<file path="src/rtl/verified_accu_feeder_if.sv">
// Word-in / beat-out bundle between a word source and the accumulator feeder.
// The feeder sits on the slave side and the word source on the master side.
interface verified_accu_feeder_if #(
  parameter int unsigned DATA_W = 8,
  parameter int unsigned BEATS  = 4
);
  localparam int unsigned WORD_W = BEATS * DATA_W;
  localparam int unsigned SUM_W  = DATA_W + $clog2(BEATS);

  logic [WORD_W-1:0] word_in;
  logic              word_valid;
  logic              word_ready;
  logic              stall;
  logic [DATA_W-1:0] data_out;
  logic              valid_out;
  logic              last_out;
  logic [SUM_W-1:0]  sum_out;
  logic              sum_valid;

  modport master (
    output word_in, word_valid, stall,
    input  word_ready, data_out, valid_out, last_out, sum_out, sum_valid
  );

  modport slave (
    input  word_in, word_valid, stall,
    output word_ready, data_out, valid_out, last_out, sum_out, sum_valid
  );
endinterface

</file>
<file path="src/rtl/verified_accu_feeder.sv">
// Buffers words in a 2-entry FIFO and serialises each into LSB-first beats for
// a 4-beat accumulator, producing the expected group sum alongside.
module verified_accu_feeder #(
  parameter int unsigned DATA_W = 8,
  parameter int unsigned BEATS  = 4,
  parameter int unsigned GAP    = 0
) (
  input  logic                   clk,
  input  logic                   rst,
  verified_accu_feeder_if.slave  bus
);
  localparam int unsigned WORD_W = BEATS * DATA_W;
  localparam int unsigned SUM_W  = DATA_W + $clog2(BEATS);
  localparam int unsigned CNT_W  = $clog2(BEATS);

  localparam logic [1:0] StIdle = 2'd0;
  localparam logic [1:0] StSend = 2'd1;
  localparam logic [1:0] StGap  = 2'd2;

  localparam logic [CNT_W-1:0] LastBeat = CNT_W'(BEATS - 1);
  localparam logic [2:0]       GapLoad  = 3'(GAP);

  // FIFO
  logic [WORD_W-1:0] fifo_q [2];
  logic              wr_ptr_q, rd_ptr_q;
  logic [1:0]        count_q;
  logic              push, pop;
  logic [WORD_W-1:0] head;

  // Serialiser
  logic [1:0]        state_q, state_d;
  logic [CNT_W-1:0]  beat_q, beat_d;
  logic [WORD_W-1:0] shift_q, shift_d;
  logic [SUM_W-1:0]  acc_q, acc_d;
  logic [2:0]        gap_q, gap_d;
  logic [DATA_W-1:0] data_q, data_d;
  logic              valid_q, valid_d;
  logic              last_q, last_d;
  logic              sum_valid_q, sum_valid_d;
  logic [SUM_W-1:0]  sum_q, sum_d;

  assign bus.word_ready = (count_q < 2'd2);
  assign push           = bus.word_valid && bus.word_ready;
  assign head           = fifo_q[rd_ptr_q];

  always_ff @(posedge clk or negedge rst) begin
    if (!rst) begin
      fifo_q[0] <= '0;
      fifo_q[1] <= '0;
      wr_ptr_q  <= 1'b0;
      rd_ptr_q  <= 1'b0;
      count_q   <= 2'd0;
    end else begin
      if (push) begin
        fifo_q[wr_ptr_q] <= bus.word_in;
        wr_ptr_q         <= ~wr_ptr_q;
      end
      if (pop) begin
        rd_ptr_q <= ~rd_ptr_q;
      end
      unique case ({push, pop})
        2'b10:   count_q <= count_q + 2'd1;
        2'b01:   count_q <= count_q - 2'd1;
        default: count_q <= count_q;
      endcase
    end
  end

  always_comb begin
    state_d     = state_q;
    beat_d      = beat_q;
    shift_d     = shift_q;
    acc_d       = acc_q;
    gap_d       = gap_q;
    data_d      = data_q;
    sum_d       = sum_q;
    valid_d     = 1'b0;
    last_d      = 1'b0;
    sum_valid_d = 1'b0;
    pop         = 1'b0;
    unique case (state_q)
      StIdle: begin
        if (count_q != 2'd0 && !bus.stall) begin
          pop     = 1'b1;
          valid_d = 1'b1;
          data_d  = head[DATA_W-1:0];
          shift_d = head >> DATA_W;
          acc_d   = SUM_W'(head[DATA_W-1:0]);
          beat_d  = CNT_W'(1);
          if (GAP > 0) begin
            state_d = StGap;
            gap_d   = GapLoad;
          end else begin
            state_d = StSend;
          end
        end
      end
      StSend: begin
        if (!bus.stall) begin
          valid_d = 1'b1;
          data_d  = shift_q[DATA_W-1:0];
          shift_d = shift_q >> DATA_W;
          acc_d   = acc_q + SUM_W'(shift_q[DATA_W-1:0]);
          if (beat_q == LastBeat) begin
            last_d      = 1'b1;
            sum_valid_d = 1'b1;
            sum_d       = acc_d;
            beat_d      = '0;
          end else begin
            beat_d = beat_q + 1'b1;
          end
          if (GAP > 0) begin
            state_d = StGap;
            gap_d   = GapLoad;
          end else if (beat_q == LastBeat) begin
            // Idle pops at the very next edge, so back-to-back words see no bubble.
            state_d = StIdle;
          end
        end
      end
      StGap: begin
        // Gap time elapses even while stalled; stall only blocks the beat itself.
        gap_d = gap_q - 3'd1;
        if (gap_q <= 3'd1) begin
          state_d = (beat_q != '0) ? StSend : StIdle;
        end
      end
      default: state_d = StIdle;
    endcase
  end

  always_ff @(posedge clk or negedge rst) begin
    if (!rst) begin
      state_q     <= StIdle;
      beat_q      <= '0;
      shift_q     <= '0;
      acc_q       <= '0;
      gap_q       <= '0;
      data_q      <= '0;
      valid_q     <= 1'b0;
      last_q      <= 1'b0;
      sum_valid_q <= 1'b0;
      sum_q       <= '0;
    end else begin
      state_q     <= state_d;
      beat_q      <= beat_d;
      shift_q     <= shift_d;
      acc_q       <= acc_d;
      gap_q       <= gap_d;
      data_q      <= data_d;
      valid_q     <= valid_d;
      last_q      <= last_d;
      sum_valid_q <= sum_valid_d;
      sum_q       <= sum_d;
    end
  end

  assign bus.data_out  = data_q;
  assign bus.valid_out = valid_q;
  assign bus.last_out  = last_q;
  assign bus.sum_out   = sum_q;
  assign bus.sum_valid = sum_valid_q;
endmodule

</file>
<file path="src/flat_wrapper.sv">
// flat-port wrapper written by rule: the top's interface ports become plain ports
module verified_accu_feeder_flat 
#(
  parameter int unsigned DATA_W = 8,
  parameter int unsigned BEATS  = 4,
  parameter int unsigned GAP    = 0
)
  (clk, rst, bus_word_in, bus_word_valid, bus_stall, bus_word_ready, bus_data_out, bus_valid_out, bus_last_out, bus_sum_out, bus_sum_valid);
  verified_accu_feeder_if #(.DATA_W(DATA_W), .BEATS(BEATS)) bus_i ();
  input  logic clk;
  input  logic rst;
  input wire logic [$bits(bus_i.word_in)-1:0] bus_word_in;
  input wire logic [$bits(bus_i.word_valid)-1:0] bus_word_valid;
  input wire logic [$bits(bus_i.stall)-1:0] bus_stall;
  output wire logic [$bits(bus_i.word_ready)-1:0] bus_word_ready;
  output wire logic [$bits(bus_i.data_out)-1:0] bus_data_out;
  output wire logic [$bits(bus_i.valid_out)-1:0] bus_valid_out;
  output wire logic [$bits(bus_i.last_out)-1:0] bus_last_out;
  output wire logic [$bits(bus_i.sum_out)-1:0] bus_sum_out;
  output wire logic [$bits(bus_i.sum_valid)-1:0] bus_sum_valid;
  assign bus_i.word_in = bus_word_in;
  assign bus_i.word_valid = bus_word_valid;
  assign bus_i.stall = bus_stall;
  assign bus_word_ready = bus_i.word_ready;
  assign bus_data_out = bus_i.data_out;
  assign bus_valid_out = bus_i.valid_out;
  assign bus_last_out = bus_i.last_out;
  assign bus_sum_out = bus_i.sum_out;
  assign bus_sum_valid = bus_i.sum_valid;
  verified_accu_feeder #(.DATA_W(DATA_W), .BEATS(BEATS), .GAP(GAP)) u_core (.clk(clk), .rst(rst), .bus(bus_i));
endmodule
</file>
<file path="config.mk">
export PLATFORM = sky130hd
export DESIGN_NAME = verified_accu_feeder_flat
export DESIGN_NICKNAME = d
export VERILOG_FILES = /design/src/rtl/verified_accu_feeder_if.sv /design/src/rtl/verified_accu_feeder.sv /design/src/flat_wrapper.sv
export SDC_FILE = /design/constraint.sdc
export NUM_CORES = 1
export LEC_CHECK = 0
export ABC_AREA = 1
export BUFFER_PORTS_ARGS = -buffer_cell sky130_fd_sc_hd__clkbuf_2
export CORE_AREA = 2 2 106 108
export DETAILED_ROUTE_END_ITERATION = 10
export DIE_AREA = 0 0 108 110
export GPL_ROUTABILITY_DRIVEN = 0
export MAX_ROUTING_LAYER = met4
export PLACE_DENSITY_LB_ADDON = 0.2
export SYNTH_ARGS = -nofsm -noshare
export SYNTH_HDL_FRONTEND = slang
export SYNTH_SLANG_ARGS = --single-unit
</file>
<file path="constraint.sdc">
create_clock -name clk -period 2.4 [get_ports clk]
set_clock_uncertainty 0.2 [all_clocks]
set_input_delay 0.48 -clock clk [delete_from_list [all_inputs] [get_ports clk]]
set_output_delay 0.48 -clock clk [all_outputs]
set_load 0.02 [all_outputs]
</file>
# Yosys cells after proc, flatten, opt, wreduce, memory -nomap -nowiden
# Cells that the tools add are included.
[word_totals]
output_inout_bits = 22
inputBits = 36
register_bits = 137
[classes]
addsub = 5
eq_ne = 9
n_mux = 32
reduce_logical = 12
bitwise_logic = 5
n_lt_le_gt_ge = 5
[ops]
columns = ["operator", "n"]
rows = [
  ["$mux W32", 6],
  ["$bwmux W64", 1],
  ["$pmux W32 S2", 1],
  ["$demux W32 S1", 1],
  ["$mux W10", 2],
  ["$pmux W10 S2", 1],
  ["$mux W8", 2],
  ["$pmux W8 S2", 1],
  ["$mux W2", 6],
  ["$add A10 B8 Y10", 1],
  ["$pmux W2 S2", 2],
  ["$reduce_bool A2 Y1", 4],
  ["$mux W1", 7],
  ["$eq A2 B2 Y1 const B", 3],
  ["$ne A2 B1 Y1 const B", 3],
  ["$pmux W2 S3", 1],
  ["$reduce_and A3 Y1", 2],
  ["$add A2 B1 Y2 const B", 2],
  ["$eq A2 B1 Y1 const B", 2],
  ["$ge A2 B2 Y1 const B", 2],
  ["$not A1 Y2", 2],
  ["$reduce_and A4 Y1", 1],
  ["$le A3 B1 Y1 const B", 1],
  ["$logic_and A1 B1 Y1", 3],
  ["other kinds (9)", 11],
]

# Depth between registers and ports, before layout
[logic_depth]
depth_word = 6
ltp_mapped = 10

# Least setup slack after synthesis
# Ideal clock, no wire load.
[synth_timing]
path_type = "input -> register"
startpoint = "input bus_stall"
endpoint = "register u_core.count_q[1]"
path_stages = 6
n_path_buf = 0
setup_slack_ps = 585
required_time_ps = 2069
t_arrival_ps = 1484
cell_sequence = "o21bai_2 -> nor2_1 -> ha_1 -> a21oi_1 -> o21ai_0 -> xor2_1"
[synth_via]
elab_chain_len = 6
word_cells_on_any_way = 8
[synth_lines]
columns = ["item", "line", "source"]
rows = [
  ["from (decl)", "flat_wrapper.sv:14", "input wire logic [$bits(bus_i.stall)-1:0] bus_stall;"],
  ["$logic_not A1 Y1 *", "verified_accu_feeder.sv:83", "if (count_q != 2'd0 && !bus.stall) begin"],
  ["$logic_and A1 B1 Y1 *", "verified_accu_feeder.sv:83", ""],
  ["$mux W1 *", "verified_accu_feeder.sv:83", ""],
  ["$mux W1 *", "verified_accu_feeder.sv:81", "unique case (state_q)"],
  ["$eq A2 B1 Y1 / $eq A2 B2 Y1 (equally long branches)", "verified_accu_feeder.sv:61", "unique case ({push, pop})"],
  ["$pmux W2 S2 / $reduce_bool A2 Y1 (equally long branches)", "--", ""],
  ["to (signal assigned)", "verified_accu_feeder.sv:62", "2'b10: count_q <= count_q + 2'd1;"],
  ["to (signal assigned)", "verified_accu_feeder.sv:63", "2'b01: count_q <= count_q - 2'd1;"],
  ["to (signal assigned)", "verified_accu_feeder.sv:64", "default: count_q <= count_q;"],
  ["to (decl)", "verified_accu_feeder.sv:26", "logic [1:0] count_q;"],
]
# Mark *: on every way between the ends. The rest lies on a longest branch, timed or not.
# A chain may end at the register's enable or synchronous reset.

# Worst setup path after layout
[layout_timing]
startpoint = "register u_core.shift_q[0]"
endpoint = "register u_core.acc_q[4]"
[layout_via]
elab_chain_len = 3
[layout_lines]
columns = ["item", "line", "source"]
rows = [
  ["from (decl)", "verified_accu_feeder.sv:33", "logic [WORD_W-1:0] shift_q, shift_d;"],
  ["from (signal assigned)", "verified_accu_feeder.sv:147", "shift_q <= shift_d;"],
  ["$add A10 B8 Y10", "verified_accu_feeder.sv:103", "acc_d = acc_q + SUM_W'(shift_q[DATA_W-1:0]);"],
  ["$mux W10", "verified_accu_feeder.sv:99", "if (!bus.stall) begin"],
  ["$pmux W10 S2", "verified_accu_feeder.sv:81", ""],
  ["to (signal assigned)", "verified_accu_feeder.sv:137", "acc_q <= '0;"],
  ["to (signal assigned)", "verified_accu_feeder.sv:148", "acc_q <= acc_d;"],
  ["to (decl)", "verified_accu_feeder.sv:34", "logic [SUM_W-1:0] acc_q, acc_d;"],
]
# Every way passes these cells. The select of a mux whose other input is x is not followed.

==> qor.json <==
{
  "run_status": {
    "outcome": "complete, no violations"
  },
  "worst_setup_path": {
    "crit_family": "adder cells",
    "critPathCaptureType": "flip-flop",
    "cp_data_arrival_time_ns": 2.18,
    "timing.setup.critical_path_class": "reg2reg",
    "worstPathCellList": "ha_1 > fa_1 > nand2_1 > nand2_1 > nand2_1 > xnor2_1 > nand2_1 > a21oi_1",
    "crit_buf_inv": 0,
    "worst_setup_path_start_kind": "flip-flop",
    "required_ns": 2.63,
    "cp_common_cell": "nand2_1",
    "critPathMaxStageDelay_ns": 0.41,
    "critical-path-slowest-cell": "fa_1",
    "path_max_fanout": 3
  },
  "clocking": {
    "cts_tree": "built",
    "tritoncts.num_buffers": 17,
    "worst_setup_hold_path_clk_slew_ns": 0.06,
    "clk_root_buffer_cell": "clkbuf_8",
    "clk_latency_ns": 0.51,
    "clock_tree.htree_level_count": 4,
    "cts-resized-gates": 0,
    "clock_sink_count": 125,
    "cts.path.max_buffers": 2
  },
  "timing": {
    "fin_setup_tns_ns": 0,
    "grt_setup_unrepaired": "false",
    "drv_slew": 0,
    "finalHoldWorstSlack_ns": 0.01649,
    "final_period_minus_worst_setup_slack_ns": 1.948,
    "finalSetupViolCount": 0,
    "slew_headroom": 0.5718,
    "fmaxAchievable_ghz": 0.5133,
    "period_share": 0.8118,
    "final_critical_path_setup_slack_ns": 0.4517,
    "finalHoldViolations": 0,
    "max_slew.worst_pin.slew_ns": 0.6423
  },
  "power": {
    "cellLeakagePower_nw": 3.449,
    "cell_internal_pwr_mw": 5.599,
    "total_power_mw": 9.246,
    "switchingPower_mw": 3.647,
    "power_frac_clock": 0.255,
    "p_sw_frac": 0.3944,
    "comb_power_share": 0.358,
    "power_density_mw_per_mm2": 1359,
    "ir_drop_uv": 644.1,
    "power.share.sequential": 0.386
  },
  "cells_and_area": {
    "layout_common_cells": "nand2_1 (190), dfrtp_1 (125), o21ai_0 (59)",
    "area.growth.synth_to_final_pct": 19.45,
    "layoutNonFillerInstCount": 883,
    "layout.cells.most_common": "nand2_1",
    "drive_gt1_frac": 0.1548,
    "antenna_cells": 0,
    "num-nets-final": 777,
    "filler_cell_count": 917
  },
  "route": {
    "detail_route.drc_violations": 0,
    "detail_route.iter0.violations": 425,
    "route.final.wire_length_mm": 12.45,
    "drtPass1Iterations": 5,
    "vias_per_cell": 5.164,
    "avgRoutedWirePerCell_um": 14.10,
    "drt.antenna.violating_nets": 0,
    "vias": 4560
  },
  "logic_synthesis": {
    "synth_edf_count": 0,
    "synthesis.nets": 704,
    "postSynthAreaPerCell_um2": 8.667,
    "synth_seq_cells": 125,
    "yosys_warning_total": 0,
    "postSynthCellCount": 657,
    "synth_flop_cell": "dfrtp_1",
    "synth.yosys.seq_area_share": 0.5493,
    "synthesis.area_mm2": 0.005694,
    "yosys.cell_types.count": 34,
    "asyncSetResetFlopFracSynth": 1.000
  },
  "global_routing": {
    "first_pass_grt_wire_length_mm": 20.63,
    "antenna_found_initial": 0,
    "grt.total_usage": 0.2331,
    "grt_max_degree": 66,
    "via_count_of_the_first_global_routing_pass": 4244,
    "grt_overflow": 0
  },
  "die": {
    "die-width_um": 108,
    "num_io_pins": 58,
    "area_of_the_core_region_mm2": 0.01070,
    "die_height_um": 110,
    "die-area_mm2": 0.01188,
    "floorplan.rows": 38,
    "start_util": 0.5323
  },
  "flow_run": {
    "maxcap_violations": 0
  },
  "worst_hold_path": {
    "min_path_type": "in2reg"
  },
  "place": {
    "placement.io_buffers": 57,
    "placed_cells": 833,
    "dp_hpwl_mm": 7.986,
    "place_worst_setup_slack_ns": 0.4380
  }
}
==> per-stage QoR <==
stage | utilization | instance area, um2
CTS | 0.6358 | 6802
detailed placement | 0.5673 | 6068
global placement | 0.5673 | 6068
finish | 0.6358 | 6802
global route | 0.6358 | 6802
floorplan | - | 5694
==> registers in the layout, indices dropped and copies added, names as in the netlist <==
| name | cells |
|---|---|
| u_core.fifo_q | 64 |
| u_core.shift_q | 24 |
| u_core.acc_q | 10 |
| u_core.bus.sum_out | 10 |
| u_core.bus.data_out | 8 |
| u_core.beat_q | 2 |
| u_core.count_q | 2 |
| u_core.bus.last_out | 1 |
| u_core.bus.valid_out | 1 |
| u_core.rd_ptr_q | 1 |
| u_core.state_q | 1 |
| u_core.wr_ptr_q | 1 |
==> Yosys cell counts (all sizes together), types with 4 or more instances <==
| cell | instances | share of area |
|---|---|---|
| nand2 | 192 | 0.13 |
| buf | 21 | 0.029 |
| nor2 | 36 | 0.027 |
| ha | 10 | 0.022 |
| clkbuf | 13 | 0.0088 |
| nand3 | 19 | 0.017 |
| o21ai | 103 | 0.091 |
| dfrtp | 125 | 0.55 |
| xor2 | 4 | 0.0062 |
| mux2i | 7 | 0.012 |
| inv | 56 | 0.038 |
| a21oi | 55 | 0.048 |
==> power groups by stage <==
stage          Sequential, mW  Combinational [mW]  Clock [mW]
3_5_place_dp             3.58                3.29           0
2_1_floorplan            3.60                2.41           0
6_report                 3.57                3.31        2.36
4_1_cts                  3.56                3.34        2.39
3_3_place_gp             3.54                3.20           0
5_1_grt                  3.67                3.76        2.51
==> worst paths after layout <==
| path | start | endpoint | slack (ns) | cells after the start |
|---|---|---|---|---|
| max reg2reg | u_core.shift_q[0]$_DFFE_PN0P_ | u_core.acc_q[4]$_DFFE_PN0P_ | 0.45 | 8 |
| min | bus_word_in[27] | u_core.fifo_q[59]$_DFFE_PN0P_ | 0.02 | 3 |
| min reg2reg | u_core.bus.sum_out[2]$_DFFE_PN0P_ | u_core.bus.sum_out[2]$_DFFE_PN0P_ | 0.27 | 2 |
| min in group asynchronous | rst | u_core.acc_q[5]$_DFFE_PN0P_ | 0.29 | 2 |
| max in group asynchronous | rst | u_core.acc_q[3]$_DFFE_PN0P_ | 1.02 | 3 |
| max | u_core.shift_q[0]$_DFFE_PN0P_ | u_core.acc_q[4]$_DFFE_PN0P_ | 0.45 | 8 |
==> routing by layer <==
metal / GRT usage / up-vias / part of all wire
met3: 0.05820 / 11 / 0.042
met4: 0.06502 / 0 / 0.011
met2: 0.3729 / 109 / 0.49
met5: - / - / 0
li1: - / 2277 / -
met1: 0.2993 / 2163 / 0.45
==> cell families (layout without fill, tap and decap cells) <==
| kind of cell | Yosys count | count (layout) | share of synthesized area |
|---|---|---|---|
| and+or+nand+nor | 252 | 252 | 0.1780 |
| AOI/OAI and AO/OA | 166 | 166 | 0.1499 |
| DFF | 125 | 125 | 0.5493 |
| buffers and inverters | 90 | 176 | 0.07581 |
| adders and majority gates | 11 | 11 | 0.02549 |
| muxes | 7 | 7 | 0.01231 |
| xor gates and xnor gates | 6 | 6 | 0.009229 |
==> what timing repair did <==
action / 4_1_cts / 5_1_grt
buffers inserted: 0 / 0
endpoints found under the hold margin: 52 / 0
hold buffers: 18 / 0
==> area by class of cell <==
class                   count  area (um2)  area share
repair buffers             88       590.6     0.08683
well taps                 140       175.2     0.02575
clock buffers              18       417.9     0.06144
flip-flops and latches    125        3128      0.4599
clock inverters            14       135.1     0.01987
inverters                  56       215.2     0.03164
multi-input cells         442        2140      0.3146
==> worst reg2reg max path: cells and delay by family, from the launching register on <==
family                   cells  cell delay, ns
AO/OA/AOI/OAI                1            0.16
XOR/XNOR                     1            0.15
adder cells (fa/ha/maj)      2            0.64
flip-flops                   1            0.40
AND/OR/NAND/NOR              4            0.34
(Power assumes the default switching activity.)
